==> config.mk <==
export PLATFORM = sky130hd
export DESIGN_NAME = decode_stage
export DESIGN_NICKNAME = d
export VERILOG_FILES = /design/src/rtl/decode_stage.sv
export SDC_FILE = /design/constraint.sdc
export NUM_CORES = 1
export LEC_CHECK = 0
export CAP_MARGIN = 5
export CORE_MARGIN = 3
export CORE_UTILIZATION = 57
export CTS_CLUSTER_DIAMETER = 100
export CTS_CLUSTER_SIZE = 12
export DETAILED_ROUTE_END_ITERATION = 7
export GPL_ROUTABILITY_DRIVEN = 1
export PLACE_DENSITY = 0.78
export SETUP_SLACK_MARGIN = 0.2
export SKIP_LAST_GASP = 1
export SLEW_MARGIN = 10
export SYNTH_ARGS = -nofsm -noshare
export SYNTH_HDL_FRONTEND = slang
export SYNTH_SLANG_ARGS = --single-unit
==> constraint.sdc <==
create_clock -name clk -period 8.5 [get_ports clk]
set_input_delay 1.7 -clock clk [delete_from_list [all_inputs] [get_ports clk]]
set_output_delay 1.7 -clock clk [all_outputs]
set_load 0.005 [all_outputs]
==> src/rtl/decode_stage.sv <==
// Decode stage: IF/ID fields -> registered ID/EX bundle. Holds the 8x16 register
// file, load-use interlock and the two-word LDM assembler.
module decode_stage #(
  parameter int unsigned REG_W = 16,
  parameter int unsigned NREGS = 8
) (
  input  logic             clk,
  input  logic             rst,
  input  logic             if_valid,
  input  logic [5:0]       opcode,
  input  logic [2:0]       src,
  input  logic [2:0]       dst,
  input  logic [3:0]       shiftamount,
  input  logic             flush,
  input  logic             wb_en,
  input  logic [2:0]       wb_addr,
  input  logic [REG_W-1:0] wb_data,
  output logic             stall_fetch,
  output logic             ex_valid,
  output logic [5:0]       ex_opcode,
  output logic [2:0]       ex_src,
  output logic [2:0]       ex_dst,
  output logic [3:0]       ex_shamt,
  output logic [REG_W-1:0] ex_rsrc,
  output logic [REG_W-1:0] ex_rdst,
  output logic [REG_W-1:0] ex_imm,
  output logic             ex_reg_write,
  output logic             ex_mem_read,
  output logic             ex_mem_write,
  output logic             ex_illegal
);

  localparam logic [5:0] OP_NOP = 6'b000101;
  localparam logic [5:0] OP_ADD = 6'b000011;
  localparam logic [5:0] OP_NOT = 6'b000100;
  localparam logic [5:0] OP_SHL = 6'b000110;
  localparam logic [5:0] OP_LDD = 6'b010001;
  localparam logic [5:0] OP_STD = 6'b010010;
  localparam logic [5:0] OP_LDM = 6'b010011;

  typedef enum logic {NORMAL, WAIT_IMM} state_t;

  state_t           state, state_nxt;
  logic [2:0]       ldm_dst;
  logic [REG_W-1:0] regs [NREGS];
  logic [REG_W-1:0] rsrc_val, rdst_val;
  logic             accept;

  logic             n_valid, n_reg_write, n_mem_read, n_mem_write, n_illegal;
  logic [5:0]       n_opcode;
  logic [2:0]       n_src, n_dst;
  logic [3:0]       n_shamt;
  logic [REG_W-1:0] n_rsrc, n_rdst, n_imm;

  // Register file; writes proceed regardless of stall or flush
  always_ff @(posedge clk or posedge rst) begin
    if (rst) begin
      for (int unsigned i = 0; i < NREGS; i++) regs[i] <= '0;
    end else if (wb_en) begin
      regs[wb_addr] <= wb_data;
    end
  end

  always_comb begin
    rsrc_val = (wb_en && wb_addr == src) ? wb_data : regs[src];
    rdst_val = (wb_en && wb_addr == dst) ? wb_data : regs[dst];
  end

  always_comb begin
    stall_fetch = if_valid && !flush && state == NORMAL && ex_valid && ex_mem_read &&
                  opcode != OP_NOP && opcode != OP_LDM &&
                  (ex_dst == src || ex_dst == dst);
    accept      = if_valid && !stall_fetch && !flush;
  end

  always_ff @(posedge clk or posedge rst) begin
    if (rst) state <= NORMAL;
    else     state <= state_nxt;
  end

  always_comb begin
    state_nxt = state;
    if (flush) begin
      state_nxt = NORMAL;
    end else if (accept) begin
      case (state)
        NORMAL:   if (opcode == OP_LDM) state_nxt = WAIT_IMM;
        WAIT_IMM: state_nxt = NORMAL;
        default:  state_nxt = NORMAL;
      endcase
    end
  end

  // Next ID/EX bundle; anything not accepted becomes an all-zero bubble
  always_comb begin
    n_valid     = 1'b0;
    n_opcode    = '0;
    n_src       = '0;
    n_dst       = '0;
    n_shamt     = '0;
    n_rsrc      = '0;
    n_rdst      = '0;
    n_imm       = '0;
    n_reg_write = 1'b0;
    n_mem_read  = 1'b0;
    n_mem_write = 1'b0;
    n_illegal   = 1'b0;
    if (accept) begin
      case (state)
        WAIT_IMM: begin
          n_valid     = 1'b1;
          n_opcode    = OP_LDM;
          n_dst       = ldm_dst;
          n_imm       = REG_W'({opcode, src, dst, shiftamount});
          n_reg_write = 1'b1;
        end
        default: begin
          if (opcode != OP_LDM) begin
            n_valid  = 1'b1;
            n_opcode = opcode;
            n_src    = src;
            n_dst    = dst;
            n_shamt  = shiftamount;
            n_rsrc   = rsrc_val;
            n_rdst   = rdst_val;
            case (opcode)
              OP_NOP:                 ;
              OP_ADD, OP_NOT, OP_SHL: n_reg_write = 1'b1;
              OP_LDD: begin
                n_mem_read  = 1'b1;
                n_reg_write = 1'b1;
              end
              OP_STD:                 n_mem_write = 1'b1;
              default:                n_illegal   = 1'b1;
            endcase
          end
        end
      endcase
    end
  end

  always_ff @(posedge clk or posedge rst) begin
    if (rst) begin
      ldm_dst <= '0;
    end else if (accept && state == NORMAL && opcode == OP_LDM) begin
      ldm_dst <= dst;
    end
  end

  always_ff @(posedge clk or posedge rst) begin
    if (rst) begin
      ex_valid     <= 1'b0;
      ex_opcode    <= '0;
      ex_src       <= '0;
      ex_dst       <= '0;
      ex_shamt     <= '0;
      ex_rsrc      <= '0;
      ex_rdst      <= '0;
      ex_imm       <= '0;
      ex_reg_write <= 1'b0;
      ex_mem_read  <= 1'b0;
      ex_mem_write <= 1'b0;
      ex_illegal   <= 1'b0;
    end else begin
      ex_valid     <= n_valid;
      ex_opcode    <= n_opcode;
      ex_src       <= n_src;
      ex_dst       <= n_dst;
      ex_shamt     <= n_shamt;
      ex_rsrc      <= n_rsrc;
      ex_rdst      <= n_rdst;
      ex_imm       <= n_imm;
      ex_reg_write <= n_reg_write;
      ex_mem_read  <= n_mem_read;
      ex_mem_write <= n_mem_write;
      ex_illegal   <= n_illegal;
    end
  end

endmodule
==> impl_metrics.yaml <==
final_layout:
  drive_gt1_frac: 0.3779
  num_antenna_cells: 0
  final_common_cell: "dfrtp_1"
  final_nets: 781
  fillCellCount: 1136
  area_growth_pct: 16.41
  postLayoutCoreUtil: 0.6901
  mostFrequentLayoutCells: "201 x dfrtp_1, 131 x mux2_2, 105 x clkdlybuf4s50_1"
critical_path:
  crit_path_max_fanout: 40
  cp_data_arrival_time_ns: 4.51
  path_class: "in2out"
  crit_path_top_delay_cell: "a211oi_4"
  cp.required_ns: 6.80
  r2r-start: "state$_DFFE_PP0P_"
  crit_start: "if_valid"
  r2r_slack_ns: 5.66
  crit_path_cell_trace: "clkdlybuf4s50_1 > or3b_1 > a21o_2 > buf_4 > a211oi_4 > clkdlybuf4s50_1"
  end_kind: "output port"
  path_common_cell: "clkdlybuf4s50_1"
  startpoint_type: "primary input"
  max_stage_delay_ns: 0.64
clock_network:
  clockBufferDepth: 3
  htree_levels: 1
  root_buffer: "clkbuf_16"
  clock-sinks: 201
  clkSlewWorstSetupHoldPaths_ns: 0.06
  clk_latency_ns: 0.49
  ctsResizeCount: 0
  postCtsSetupRepairBufs: 0
  cts_tree: "built"
  cts_buffers: 20
  ctsHoldBuffers: 0
place:
  port_buffers: 109
  post-place-ws_ns: 2.279
  hpwl_mm: 13.74
  place.gp.congestion: 0.8717
grt:
  grt_pass1_wl_mm: 37.26
  antenna_found_initial: 0
  grt_max_degree: 130
  grt_pass1_vias: 6689
  grt_overflow_total: 0
  grtUsageTotal: 0.2405
detailed_routing:
  drc: 0
  antenna_left: 0
  drt_iter0_drc: 419
  dr.pass1.iters: 4
  num_vias: 6131
  post_drt_wl_per_cell_microns: 23.86
  avgViaCountPerCell: 6.380
  wl_mm: 22.93
timing:
  fin_ws_ns: 2.293
  fin_crit_sh: 0.7303
  slew_headroom: 0.1928
  tns_ns: 0
  tightest_slew_ns: 1.210
  fin_worst_skew_ns: 0.005494
  setup_viol: 0
  hold_viol_final: 0
  period_minus_slack_ns: 6.207
  grt_setup_unrepaired: "false"
  max_freq_ghz: 0.1611
  slew_violations: 0
floorplan:
  fp.coreArea_sq_um: 16940
  die_area_sq_um: 19240
  initial_core_util: 0.5928
  fp.dieW_microns: 138.7
  ios: 110
  rows: 47
  die_h_microns: 138.7
logic_synthesis:
  ys_ff_latch: 201
  yosys-top-cells-area: "dfrtp_1 50%, mux2_2 15%, mux4_2 14%, a2111oi_2 4.3%, mux2i_1 3.2%"
  synth.distinct_cells: 41
  ys_seq_area_frac: 0.5010
  synthFlopType: "dfrtp_1"
  synth_top_cell_area_share: 0.5010
  syn_area_sq_um: 10040
  syn_area_per_cell_sq_um: 15.14
  synth_enable_flop_cells: 0
  synth_nets: 703
  synth_warnings: 0
  syn_inst: 663
  yosys.area.top_type: "dfrtp_1"
  async_flop_share: 1.000
run:
  drv_cap: 0
outcome:
  outcome: "completed"
pwr:
  power.total_w: 0.002503
  clockPowerShare: 0.308
  intPower_w: 0.001864
  vdd_drop_max_uv: 139.8
  powerDensity_nw_per_um2: 214.1
  combPwrFrac: 0.205
  p_sw_w: 0.0006391
  p_sw_frac: 0.2553
  p_leak_nw: 4.799
  seqPwrFrac: 0.487
min_path:
  hp-class: "reg2reg"
  hp-start: "ldm_dst[0]$_DFFE_PP0P_"
critical path, delay by kind of cell:
family                 cells  cell delay, ns
buffers and inverters      3            1.43
AO/OA/AOI/OAI              2            0.87
AND/OR/NAND/NOR            1            0.49
power by group through the flow:
| stage | Sequential, W | Clock, W | Combinational [W] |
|---|---|---|---|
| after detailed placement | 0.00123 | 0 | 0.000514 |
| after global placement | 0.00121 | 0 | 0.000495 |
| after CTS | 0.00122 | 0.000788 | 0.000519 |
| after floorplan | 0.00120 | 0 | 0.000394 |
| final | 0.00122 | 0.000770 | 0.000513 |
| after global routing | 0.00124 | 0.000824 | 0.000552 |
final timing paths:
check                                    endpoint  depth (start not counted)
setup / recovery                      stall_fetch                          6
hold / removal             ldm_dst[0]$_DFFE_PP0P_                          1
setup reg to reg            ex_mem_read$_DFF_PP0_                          5
hold reg to reg            ldm_dst[0]$_DFFE_PP0P_                          1
max in group asynchronous  ex_opcode[0]$_DFF_PP0_                          3
min in group asynchronous   regs[112]$_DFFE_PP0P_                          2
layer usage:
metal	vias up	global-route usage	share of wire
met2	192	0.4134	0.51
met5	-	0	0
met4	0	0.05355	0.015
li1	2651	-	-
met1	3253	0.3283	0.42
met3	35	0.03897	0.055
layout make-up:
cell class	count	area (sq um)	area share
tap	220	275.3	0.02355
timing repair buffer	126	1199	0.1026
clock buffer	21	525.5	0.04496
sequential	201	5030	0.4304
multi-input combinational	391	4642	0.3972
inverter	1	11.26	0.0009635
clock inverter	1	5.005	0.0004282
synth_stat cells, types with 5 or more instances:
cell,n
mux2i_1,32
buf_1,17
buf_6,5
buf_4,19
a2111oi_2,29
nor2_1,37
xnor2_1,13
dfrtp_1,201
and3_1,16
clkbuf_1,8
nor3b_1,17
mux2_2,131
a21oi_1,6
mux4_2,64
nand2b_1,5
buf_2,20
registers in the layout, summed over array words and instances, names as in the netlist:
| signal | cells |
|---|---|
| ex_reg_write | 1 |
| ex_shamt | 4 |
| ex_mem_write | 1 |
| ex_illegal | 1 |
| ex_valid | 1 |
| ex_rsrc | 16 |
| ex_rdst | 16 |
| regs | 128 |
| state | 1 |
| ex_dst | 3 |
| ex_opcode | 6 |
| ex_src | 3 |
| ldm_dst | 3 |
| ex_imm | 16 |
| ex_mem_read | 1 |
logic make-up after synthesis:
family                    synth area share
DFF                                 0.5010
AOI/OAI and AO/OA                  0.06580
and+or+nand+nor                    0.05945
buffers and inverters              0.04000
xor gates and xnor gates           0.01134
muxes                               0.3224
per-stage QoR:
step	instance area (sq um)	std cells	hold WS (ns)
floorplan	10040	663	0.4817
global placement	11160	939	0.4961
detailed placement	11160	939	0.5014
CTS	11690	961	0.5147
global route	11690	961	0.5383
finish	11690	961	0.5111
Note: power is estimated with default switching activity, not from simulation.
